===== src/rtl/arith_add_subtract.sv =====
// Registered two's-complement adder/subtractor with NZCV status flags.
// One adder serves both operations; subtract inverts operand B and injects a carry-in.
module arith_add_subtract #(
  parameter int unsigned WIDTH = 32
) (
  input  logic             clock,
  input  logic             reset,
  input  logic [WIDTH-1:0] data1,
  input  logic [WIDTH-1:0] data2,
  input  logic             addsub,
  output logic [WIDTH-1:0] result,
  output logic [3:0]       status
);

  logic [WIDTH-1:0] b_eff;
  logic [WIDTH:0]   sum;
  logic [WIDTH-1:0] result_d;
  logic [3:0]       status_d;
  logic             flag_n;
  logic             flag_z;
  logic             flag_c;
  logic             flag_v;

  always_comb begin
    b_eff    = data2 ^ {WIDTH{addsub}};
    sum      = {1'b0, data1} + {1'b0, b_eff} + {{WIDTH{1'b0}}, addsub};
    result_d = sum[WIDTH-1:0];
    flag_n   = result_d[WIDTH-1];
    flag_z   = (result_d == '0);
    // For subtract, carry out set means no borrow occurred.
    flag_c   = sum[WIDTH];
    flag_v   = (data1[WIDTH-1] == b_eff[WIDTH-1]) && (result_d[WIDTH-1] != data1[WIDTH-1]);
    status_d = {flag_n, flag_z, flag_c, flag_v};
  end

  always_ff @(posedge clock or posedge reset) begin
    if (reset) begin
      result <= '0;
      status <= 4'b0000;
    end else begin
      result <= result_d;
      status <= status_d;
    end
  end

endmodule


===== config.mk =====
export PLATFORM = sky130hd
export DESIGN_NAME = arith_add_subtract
export DESIGN_NICKNAME = d
export VERILOG_FILES = /design/src/rtl/arith_add_subtract.sv
export SDC_FILE = /design/constraint.sdc
export NUM_CORES = 1
export LEC_CHECK = 0
export BUFFER_PORTS_ARGS = -buffer_cell sky130_fd_sc_hd__buf_2
export CAP_MARGIN = 25
export CORE_MARGIN = 5
export CORE_UTILIZATION = 30
export DETAILED_ROUTE_END_ITERATION = 16
export GPL_ROUTABILITY_DRIVEN = 1
export HOLD_SLACK_MARGIN = 0.1
export SLEW_MARGIN = 20
export SYNTH_ARGS = -nofsm -noshare
export SYNTH_HDL_FRONTEND = slang
export SYNTH_SLANG_ARGS = --single-unit

===== constraint.sdc =====
create_clock -name clock -period 0.95 [get_ports clock]
set_input_delay 0.095 -clock clock [delete_from_list [all_inputs] [get_ports clock]]
set_output_delay 0.095 -clock clock [all_outputs]
set_load 0.02 [all_outputs]

==> flow_metrics.py, run 1 <==
metrics = {
    "route": {
        "antenna_left": 0,
        "drtPass1Iterations": 4,
        "viasPerCell": 4.93,
        "via_count": 3901,
        "drt-total-wl_um": 12100,
        "wl_per_cell_um": 15.3,
        "first_iter_violations": 239,
        "drc": 0,
    },
    "power": {
        "p_sw_frac": 0.402,
        "p_leak_nw": 3.00,
        "cellPowerDensity_mw_per_mm2": 1590,
        "seq_power_share": 0.205,
        "power_frac_comb": 0.669,
        "peakVddDrop_v": 0.00134,
        "finalPower_w": 0.0102,
        "clkPwrFrac": 0.127,
        "p_switching_w": 0.00409,
        "intPower_w": 0.00608,
    },
    "global_route": {
        "grt_max_degree": 36,
        "grt_usage": 0.170,
        "grt_use_met3": 0.0195,
        "use_met1": 0.218,
        "grt-ovfl-total": 0,
        "top_usage_layer": "met2",
        "antenna_found_initial": 0,
        "met2_usage": 0.302,
        "grt_pass1_wl_um": 18700,
        "grt_pass1_vias": 4035,
    },
    "clock_network": {
        "cts_tree": "done",
        "clk_pin_slew_ps": 70,
        "cts.sinks": 35,
        "cts_made_buffers": 5,
        "ctsRootBufferMaster": "clkbuf_8",
        "clockBufferDepth": 2,
        "cts_htree_levels": 2,
    },
    "synthesis": {
        "synth_ff_type": "dfrtp_1",
        "synth_nets": 475,
        "async_flop_share": 1.00,
        "synth_edf_count": 0,
        "syn_area_mm2": 0.00331,
        "syn_area_per_cell_um2": 8.88,
        "ys_ff_latch": 35,
        "synth_cell_types": 72,
        "synth_warnings": 0,
        "ys_seq_area_frac": 0.265,
        "synth_top_area_frac": 0.265,
        "synth_largest_area_cell": "dfrtp_1",
        "synth.area.top_cells": "dfrtp_1 (26%), ha_1 (13%), xor2_1 (11%)",
        "syn_inst": 373,
    },
    "final_layout": {
        "fin_nets": 753,
        "drive_above_1_share": 0.624,
        "n_antenna_cell": 0,
        "syn_to_final_growth_pct": 93.8,
        "final_util": 0.592,
    },
    "worst_hold_path": {
        "holdPathStages": 3,
        "holdCritPathClass": "in -> reg",
    },
    "sta": {
        "hold_viol": 0,
        "fmax_mhz": 367,
        "tightest_slew_ps": 346,
        "rsz0062_at_grt": "true",
        "slew_viol_final": 0,
        "whs_ps": 162,
        "fin_crit_ps": 2720,
        "relSlewSlack": 0.766,
        "tns_ps": -33820,
        "setup_viol": 32,
        "setup_slack_ps": -1770,
        "period_share": 2.87,
    },
    "setup_path": {
        "crit_family": "simple AND/OR/NAND/NOR gates",
        "cp_slowest_stage_delay_ps": 420,
        "startpoint_type": "primary input",
        "worst_ep_required_time_ps": 1140,
        "worstSetupPathDepth": 14,
        "arrival_ps": 2910,
        "crit_path_cell_trace": "buf_12, buf_16, xor2_1, ha_1, a21o_1, a2bb2oi_2, o21a_1, buf_6, o21ai_4, or3_4, a2111oi_4, nor4b_2, nand4b_1, nor4_2",
        "cp-startpoint": "addsub",
        "critical_path_class": "in -> reg",
        "endpoint": "status[2]$_DFF_PP0_",
        "worstPathMaxFanout": 7,
        "end_kind": "flop",
        "crit_slowest_cell": "or3_4",
        "worst-path-buf-inv": 3,
    },
    "die": {
        "core.rowCount": 38,
        "dieWidth_um": 115,
        "die_h_um": 115,
        "start_util": 0.305,
        "core_area_mm2": 0.0108,
        "die_area_mm2": 0.0132,
        "pin_count": 103,
    },
    "placed_design": {
        "portBuffers": 102,
        "place_hpwl_um": 8930,
        "place_congestion": 0.873,
    },
    "job": {
        "cap_viol_max_count": 0,
    },
    "status": {
        "status": "complete, but fails checks",
        "violations": "negative setup slack",
    },
}
==> power groups by stage <==
stage	Clock (W)	Sequential (W)	Combinational (W)
floorplan	0	0.00266	0.00233
global placement	0	0.00211	0.00521
detailed placement	0	0.00211	0.00528
CTS	0.00132	0.00209	0.00616
global route	0.00139	0.00213	0.00729
finish	0.00129	0.00208	0.00680
==> Yosys cell counts, drive strengths merged (4+ instances only) <==
cell and count:
a21oi 31, buf 7, dfrtp 35, inv 14
xor2 42, nor3 13, o211ai 6, or3 5
nand2 24, nand3 6, and3 5, o21a 8
o21ai 17, nor2 34, ha 34, a21o 7
and2 4, xnor2 11, nand2b 4, nand4 4
==> layout make-up <==
cell class,instances,area [um^2]
Clock inverter,3,43.8
Fill cell,882,4430
Clock buffer,5,68.8
Timing Repair Buffer,281,2080
Tap cell,140,175
Sequential cell,35,876
Multi-Input combinational cell,314,3120
Inverter,14,52.6
==> layer usage <==
| metal | wire, um | vias to the layer above | share of wire |
|---|---|---|---|
| met5 | 0 | - | 0 |
| met2 | 6240 | 105 | 0.51 |
| li1 | - | 1914 | - |
| met4 | 330 | 0 | 0.027 |
| met3 | 525 | 30 | 0.043 |
| met1 | 5020 | 1852 | 0.41 |
==> flip-flops by register name (all words and copies together) (netlist names) <==
signal  cells
result     32
status      3
==> layout by cell type (no fill, tap or decap), types with 3 or more instances in the layout <==
cell type / netlist / routed
a21oi_2: 1 / 13
xnor2_2: 0 / 8
xor2_2: 0 / 12
o21ai_0: 14 / 5
a21o_1: 7 / 7
nand2_1: 24 / 21
buf_2: 2 / 99
nor2_1: 34 / 23
nor2_2: 0 / 6
o21ai_1: 2 / 5
nand3_4: 0 / 3
xor2_1: 42 / 28
and3_4: 0 / 4
nor3_1: 13 / 11
buf_4: 2 / 142
or3_1: 4 / 3
nand2_2: 0 / 3
buf_6: 0 / 32
a21oi_1: 30 / 15
a21oi_4: 0 / 3
clkbuf_8: 0 / 5
inv_1: 14 / 12
o31a_1: 3 / 3
nor2_4: 0 / 5
ha_1: 34 / 25
ha_4: 0 / 7
nand2b_1: 4 / 4
o21ai_4: 0 / 3
and2_4: 0 / 3
buf_12: 0 / 4
o21a_1: 8 / 8
dfrtp_1: 35 / 35
xnor2_1: 11 / 3
o21ai_2: 1 / 4
nand4_1: 4 / 4
o211ai_1: 6 / 6
==> cells by family after synthesis <==
| family | Yosys count | synth area share |
|---|---|---|
| mux | 4 | 0.0163 |
| fa+ha+maj | 35 | 0.135 |
| xor+xnor | 53 | 0.140 |
| buf+inv | 24 | 0.0302 |
| simple gates | 116 | 0.187 |
| compound gates | 106 | 0.227 |
| flops | 35 | 0.265 |
==> what timing repair did <==
action,4_1_cts,5_1_grt
buffers inserted,21,20
gates resized for setup,94,70
endpoints found under the setup margin,35,34
cloned,0,1
endpoints found under the hold margin,35,0
pin swaps,45,32
hold buffers,1,0
==> through the flow <==
| stage | std cells | instance area (um^2) | worst slack (ps) |
|---|---|---|---|
| 2_1_floorplan | 373 | 3520 | -1980 |
| 3_3_place_gp | 748 | 5200 | -2170 |
| 3_5_place_dp | 748 | 5200 | -2260 |
| 4_1_cts | 776 | 5950 | -1720 |
| 5_1_grt | 792 | 6410 | -1920 |
| 6_report | 792 | 6410 | -1770 |
==> how the worst min path moves through the flow <==
| stage | from | endpoint | slack, ps |
|---|---|---|---|
| 2_1_floorplan | data2[0] | result[0]$_DFF_PP0_ | 190 |
| 3_3_place_gp | reset | result[17]$_DFF_PP0_ | 150 |
| 3_5_place_dp | reset | result[18]$_DFF_PP0_ | 150 |
| 4_1_cts | data1[31] | status[1]$_DFF_PP0_ | 150 |
| 5_1_grt | data1[31] | status[1]$_DFF_PP0_ | 170 |
| 6_report | data1[31] | status[1]$_DFF_PP0_ | 160 |
(Power assumes the default switching activity.)
==> inputs of run 2 (changes only) <==
--- a/config.mk
+++ b/config.mk
@@ -5,6 +5,7 @@
 export SDC_FILE = /design/constraint.sdc
 export NUM_CORES = 1
 export LEC_CHECK = 0
+export ABC_AREA = 1
 export BUFFER_PORTS_ARGS = -buffer_cell sky130_fd_sc_hd__buf_2
 export CAP_MARGIN = 25
 export CORE_MARGIN = 5
==> flow_metrics.py, run 2 <==
metrics = {
    "sta": {
        "tns_ps": -23540,
        "rsz0062_at_grt": "true",
        "setup_slack_ps": -1070,
        "fmax_mhz": 495,
        "whs_ps": 162,
        "setup_viol": 34,
        "period_share": 2.13,
        "slew_viol_final": 0,
        "fin_crit_ps": 2020,
        "hold_viol": 0,
        "relSlewSlack": 0.808,
        "tightest_slew_ps": 286,
    },
    "die": {
        "die_area_mm2": 0.0150,
        "core.rowCount": 41,
        "dieWidth_um": 123,
        "core_area_mm2": 0.0125,
        "start_util": 0.303,
        "pin_count": 103,
        "die_h_um": 123,
    },
    "placed_design": {
        "place_congestion": 0.913,
        "portBuffers": 102,
        "place_hpwl_um": 9790,
    },
    "setup_path": {
        "worst_ep_required_time_ps": 1160,
        "worstPathMaxFanout": 8,
        "crit_family": "simple AND/OR/NAND/NOR gates",
        "arrival_ps": 2230,
        "crit_path_cell_trace": "buf_12, buf_12, xor2_1, ha_1, buf_4, inv_2, nand2_4, nand3_4, nand2_4, nand2_2, nand2_2, nand2_2, nand2_1, nand2_1, nand2_2, nor2_1, nand3_1, nor2_1, nand2_1, nor2_2",
        "path_common_cell": "nand2_2",
        "worstSetupPathDepth": 20,
        "crit_slowest_cell": "ha_1",
        "end_kind": "flop",
        "startpoint_type": "primary input",
        "critical_path_class": "in -> reg",
        "worst-path-buf-inv": 4,
        "cp_slowest_stage_delay_ps": 370,
    },
    "route": {
        "via_count": 4464,
        "drtPass1Iterations": 4,
        "antenna_left": 0,
        "viasPerCell": 4.44,
        "drc": 0,
        "wl_per_cell_um": 12.8,
        "first_iter_violations": 185,
        "drt-total-wl_um": 12900,
    },
    "synthesis": {
        "synth_top_area_frac": 0.231,
        "synth_ff_type": "dfrtp_1",
        "syn_area_mm2": 0.00380,
        "synth_warnings": 0,
        "syn_area_per_cell_um2": 6.34,
        "syn_inst": 599,
        "synth.area.top_cells": "dfrtp_1 (23%), nand2_1 (18%), ha_1 (11%)",
        "synth_largest_area_cell": "dfrtp_1",
        "yosysMostFrequentCell": "nand2_1",
        "synth_edf_count": 0,
        "synth_cell_types": 29,
        "synth_common_cells": "nand2_1 (178), inv_1 (102), nor2_1 (57)",
        "ys_seq_area_frac": 0.231,
        "ys_ff_latch": 35,
        "synth_nets": 701,
        "async_flop_share": 1.00,
    },
    "final_layout": {
        "top_register": "result",
        "multi_input_area_mm2": 0.00361,
        "seq_area_um2": 876,
        "largest_registers": "result (32), status (3)",
        "final_common_cell": "buf_4",
        "fin_nets": 935,
        "largest_reg_flops": 32,
        "fillers": 1173,
        "n_antenna_cell": 0,
        "drive_above_1_share": 0.607,
        "syn_to_final_growth_pct": 82.6,
        "final_cell_mix": "buf_4 (102), buf_2 (101), nand2_1 (100), inv_1 (86), nand2_2 (77)",
    },
    "power": {
        "cellPowerDensity_mw_per_mm2": 1470,
        "peakVddDrop_v": 0.000685,
        "p_leak_nw": 3.59,
    },
    "global_route": {
        "grt-ovfl-total": 0,
        "antenna_found_initial": 0,
        "grt_usage": 0.160,
        "grt_pass1_vias": 4208,
        "grt_max_degree": 36,
        "grt_pass1_wl_um": 19400,
    },
    "clock_network": {
        "ctsRootBufferMaster": "clkbuf_16",
        "clockBufferDepth": 2,
        "cts_made_buffers": 5,
        "clk_pin_slew_ps": 50,
        "cts.sinks": 35,
        "cts_tree": "done",
        "cts_htree_levels": 2,
    },
    "worst_hold_path": {
        "holdPathStages": 4,
        "holdCritPathClass": "in -> reg",
    },
    "status": {
        "status": "complete, but fails checks",
        "violations": "negative setup slack",
    },
    "job": {
        "cap_viol_max_count": 0,
    },
}
## run 2: cell count changes after synthesis, sizes merged, moves of 6 or more
cell	delta
inv	+100
nand3	+35
nor3	-6
o21a	-8
o211ai	-6
nand2	+173
nor2	+29
xor2	-8
xnor2	-9
## run 2: logic make-up after synthesis
logic type,Yosys count,share of synthesized area
AO/OA/AOI/OAI,53,0.0764
XOR/XNOR,36,0.0850
adder cells (fa/ha/maj),35,0.117
buffers and inverters,119,0.119
flip-flops,35,0.231
AND/OR/NAND/NOR,321,0.372
## run 2: power breakdown
part / switching (W) / internal (W) / leakage [nW]
Clock: 0.000538 / 0.000966 / 0.0679
Sequential: 0.0000881 / 0.00186 / 0.415
Combinational: 0.00372 / 0.00303 / 3.11
Total: 0.00435 / 0.00585 / 3.59
## run 2: area by class of cell
type | instances | area share
inverter | 114 | 0.0617
clock inverter | 1 | 0.000722
sequential | 35 | 0.126
multi-input combinational | 445 | 0.520
timing repair buffer | 232 | 0.241
tap | 172 | 0.0310
clock buffer | 7 | 0.0191
## run 2: path summary, 6_finish.rpt
| check | startpoint | to | slack, ps |
|---|---|---|---|
| max in group asynchronous | reset | result[23]$_DFF_PP0_ | 370 |
| hold / removal | data2[0] | result[0]$_DFF_PP0_ | 160 |
| setup / recovery | addsub | status[2]$_DFF_PP0_ | -1070 |
| min in group asynchronous | reset | result[1]$_DFF_PP0_ | 400 |
## run 2: tightest hold or removal path, delay by kind of cell
family | cells | cell delay, ps
buf+inv | 2 | 200
simple gates | 2 | 110
## run 2: metrics by stage
stage          total power (W)   util  setup WS, ps  instance area [um^2]  instances
6_report                0.0102  0.554         -1070                  6940       1006
2_1_floorplan          0.00481      -         -1090                  3980        599
4_1_cts                0.00924  0.490          -987                  6130        992
3_3_place_gp           0.00696  0.430         -1400                  5380        968
5_1_grt                 0.0109  0.554         -1230                  6940       1006
3_5_place_dp           0.00700  0.430         -1430                  5380        968
## run 2: timing repair
| item | 4_1_cts | 5_1_grt |
|---|---|---|
| endpoints found under the hold margin | 35 | 0 |
| hold buffers | 1 | 0 |
| setup endpoints to repair | 34 | 34 |
| resized for setup | 127 | 156 |
| pin swaps | 38 | 61 |
| buffers inserted | 14 | 18 |
| cloned | 2 | 0 |
## run 2: metal layers
metal  global-route usage  up-vias  part of all wire
met5                    0        -                 0
met4               0.0434        0             0.012
met3               0.0111       13             0.043
met2                0.275       96              0.50
met1                0.217     2056              0.45
li1                     -     2299                 -
==> inputs of run 3 (changes only) <==
--- a/config.mk
+++ b/config.mk
@@ -13,6 +13,7 @@
 export DETAILED_ROUTE_END_ITERATION = 16
 export GPL_ROUTABILITY_DRIVEN = 1
 export HOLD_SLACK_MARGIN = 0.1
+export SETUP_SLACK_MARGIN = 0.1
 export SLEW_MARGIN = 20
 export SYNTH_ARGS = -nofsm -noshare
 export SYNTH_HDL_FRONTEND = slang
==> flow_metrics.py, run 3 (synthesis results as in run 2) <==
metrics = {
    "power": {
        "p_leak_nw": 3.79,
        "peakVddDrop_v": 0.000625,
        "p_sw_frac": 0.422,
        "cellPowerDensity_mw_per_mm2": 1470,
        "intPower_w": 0.00663,
        "power_frac_comb": 0.696,
        "clkPwrFrac": 0.126,
        "p_switching_w": 0.00483,
        "seq_power_share": 0.178,
    },
    "route": {
        "antenna_left": 0,
        "first_iter_violations": 242,
        "wl_per_cell_um": 14.5,
        "wl_met1_um": 6090,
        "dr_wl_met3_um": 596,
        "drtPass1Iterations": 4,
        "drt-total-wl_um": 14600,
        "wl_met2_um": 7620,
        "top_layer": "met4",
        "via_count": 4670,
        "drc": 0,
        "viasPerCell": 4.61,
    },
    "final_layout": {
        "multi_input_area_mm2": 0.00416,
        "design_area_mm2": 0.00783,
        "largest_reg_flops": 32,
        "final_util": 0.625,
        "final_common_cell": "buf_4",
        "top_register": "result",
        "fillers": 1004,
        "n_antenna_cell": 0,
        "largest_registers": "result (32), status (3)",
        "final_cells": 1012,
        "final_cell_mix": "buf_4 (103), nand2_2 (95), nand2_1 (69), inv_1 (68), buf_2 (65)",
        "seq_area_um2": 876,
        "syn_to_final_growth_pct": 106,
        "fin_nets": 943,
        "drive_above_1_share": 0.695,
    },
    "sta": {
        "tns_ps": -23180,
        "fmax_mhz": 479,
        "relSlewSlack": 0.821,
        "fin_crit_ps": 2090,
        "period_share": 2.20,
        "whs_ps": 165,
        "setup_slack_ps": -1140,
        "hold_viol": 0,
        "setup_viol": 34,
        "slew_viol_final": 0,
        "rsz0062_at_grt": "true",
        "tightest_slew_ps": 268,
    },
    "die": {
        "die_h_um": 123,
        "core.rowCount": 41,
        "pin_count": 103,
        "dieWidth_um": 123,
        "start_util": 0.303,
        "die_area_mm2": 0.0150,
        "core_area_mm2": 0.0125,
    },
    "setup_path": {
        "critical_path_class": "in -> reg",
        "end_kind": "flop",
        "worst-path-buf-inv": 3,
        "path_common_cell": "nand2_2",
        "arrival_ps": 2290,
        "worstPathMaxFanout": 7,
        "crit_path_cell_trace": "buf_12, buf_12, xnor2_4, inv_2, ha_4, nand2_2, nor2_1, nand2_1, nand3_4, nand2_2, nand2_4, nand4_1, nand3_2, nand2_2, nor2_1, nand3_1, nor2_2",
        "startpoint_type": "primary input",
        "worst_ep_required_time_ps": 1150,
        "cp_slowest_stage_delay_ps": 270,
        "crit_family": "simple AND/OR/NAND/NOR gates",
        "crit_slowest_cell": "ha_4",
    },
    "placed_design": {
        "place_hpwl_um": 9590,
        "portBuffers": 102,
        "place_congestion": 0.894,
        "postPlaceCellArea_mm2": 0.00540,
        "placed_cells": 970,
    },
    "status": {
        "status": "complete, but fails checks",
        "violations": "negative setup slack",
    },
    "worst_hold_path": {
        "holdCritPathClass": "in -> reg",
        "worstHoldEndpoint": "result[0]$_DFF_PP0_",
        "holdPathStages": 4,
        "min_from": "data2[0]",
    },
    "clock_network": {
        "cts.sinks": 35,
        "clockBufferDepth": 2,
        "cts_tree": "done",
        "clk_pin_slew_ps": 50,
        "cts_made_buffers": 5,
        "cts_htree_levels": 2,
        "ctsRootBufferMaster": "clkbuf_16",
    },
    "global_route": {
        "grt_pass1_wl_um": 19400,
        "grt_usage": 0.160,
        "grt_max_degree": 36,
        "grt-ovfl-total": 0,
        "antenna_found_initial": 0,
        "grt_pass1_vias": 4213,
    },
    "job": {
        "cap_viol_max_count": 0,
    },
}
[run 3: cell count changes in the layout (fill, tap and decap cells not counted), moves of 7 or more]
cell     previous run  this run
a21oi_2            25        15
a21oi_4             4        15
buf_2             101        65
buf_6              21        62
ha_4               13        22
inv_1              86        68
inv_2              28        39
nand2_1           100        69
nand2_2            77        95
nand2_4            20        32
xor2_1             17        10
xor2_4              1         8
[run 3: worst max-delay path by stage]
| stage | startpoint | endpoint | slack (ps) | cells past startpoint |
|---|---|---|---|---|
| after floorplan | addsub | status[2]$_DFF_PP0_ | -1090 | 17 |
| after global placement | addsub | status[2]$_DFF_PP0_ | -1420 | 17 |
| after detailed placement | addsub | status[2]$_DFF_PP0_ | -1450 | 15 |
| after CTS | addsub | status[2]$_DFF_PP0_ | -1040 | 16 |
| after global routing | addsub | status[2]$_DFF_PP0_ | -1260 | 22 |
| final | addsub | status[2]$_DFF_PP0_ | -1140 | 17 |
[run 3: routing by layer]
layer / track usage / up-vias
met5: 0 / -
li1: - / 2324
met3: 0.0115 / 27
met4: 0.0455 / 0
met2: 0.267 / 114
met1: 0.224 / 2205
[run 3: layout make-up]
cell class | instances | share of cell area
inverter | 114 | 0.0571
multi-input combinational | 445 | 0.531
tap | 172 | 0.0275
sequential | 35 | 0.112
clock buffer | 6 | 0.0165
timing repair buffer | 240 | 0.256
[run 3: per-stage QoR]
stage                     setup WS, ps  total power, W
final                            -1140          0.0115
after global routing             -1260          0.0122
after CTS                        -1040         0.00985
after detailed placement         -1450         0.00698
after global placement           -1420         0.00695
after floorplan                  -1090         0.00481
[run 3: timing repair]
| action | CTS | global route |
|---|---|---|
| buffers inserted | 16 | 26 |
| gates resized for setup | 218 | 264 |
| endpoints found under the hold margin | 35 | 0 |
| hold buffers | 1 | 0 |
| gates cloned | 2 | 1 |
| endpoints found under the setup margin | 70 | 70 |
| pin swaps | 55 | 152 |
[run 3: power groups by stage]
stage               logic, W  registers [W]  clock network [W]
floorplan            0.00234        0.00247                  0
global placement     0.00499        0.00196                  0
detailed placement   0.00501        0.00198                  0
CTS                  0.00631        0.00205            0.00149
global route         0.00853        0.00209            0.00154
finish               0.00798        0.00204            0.00144
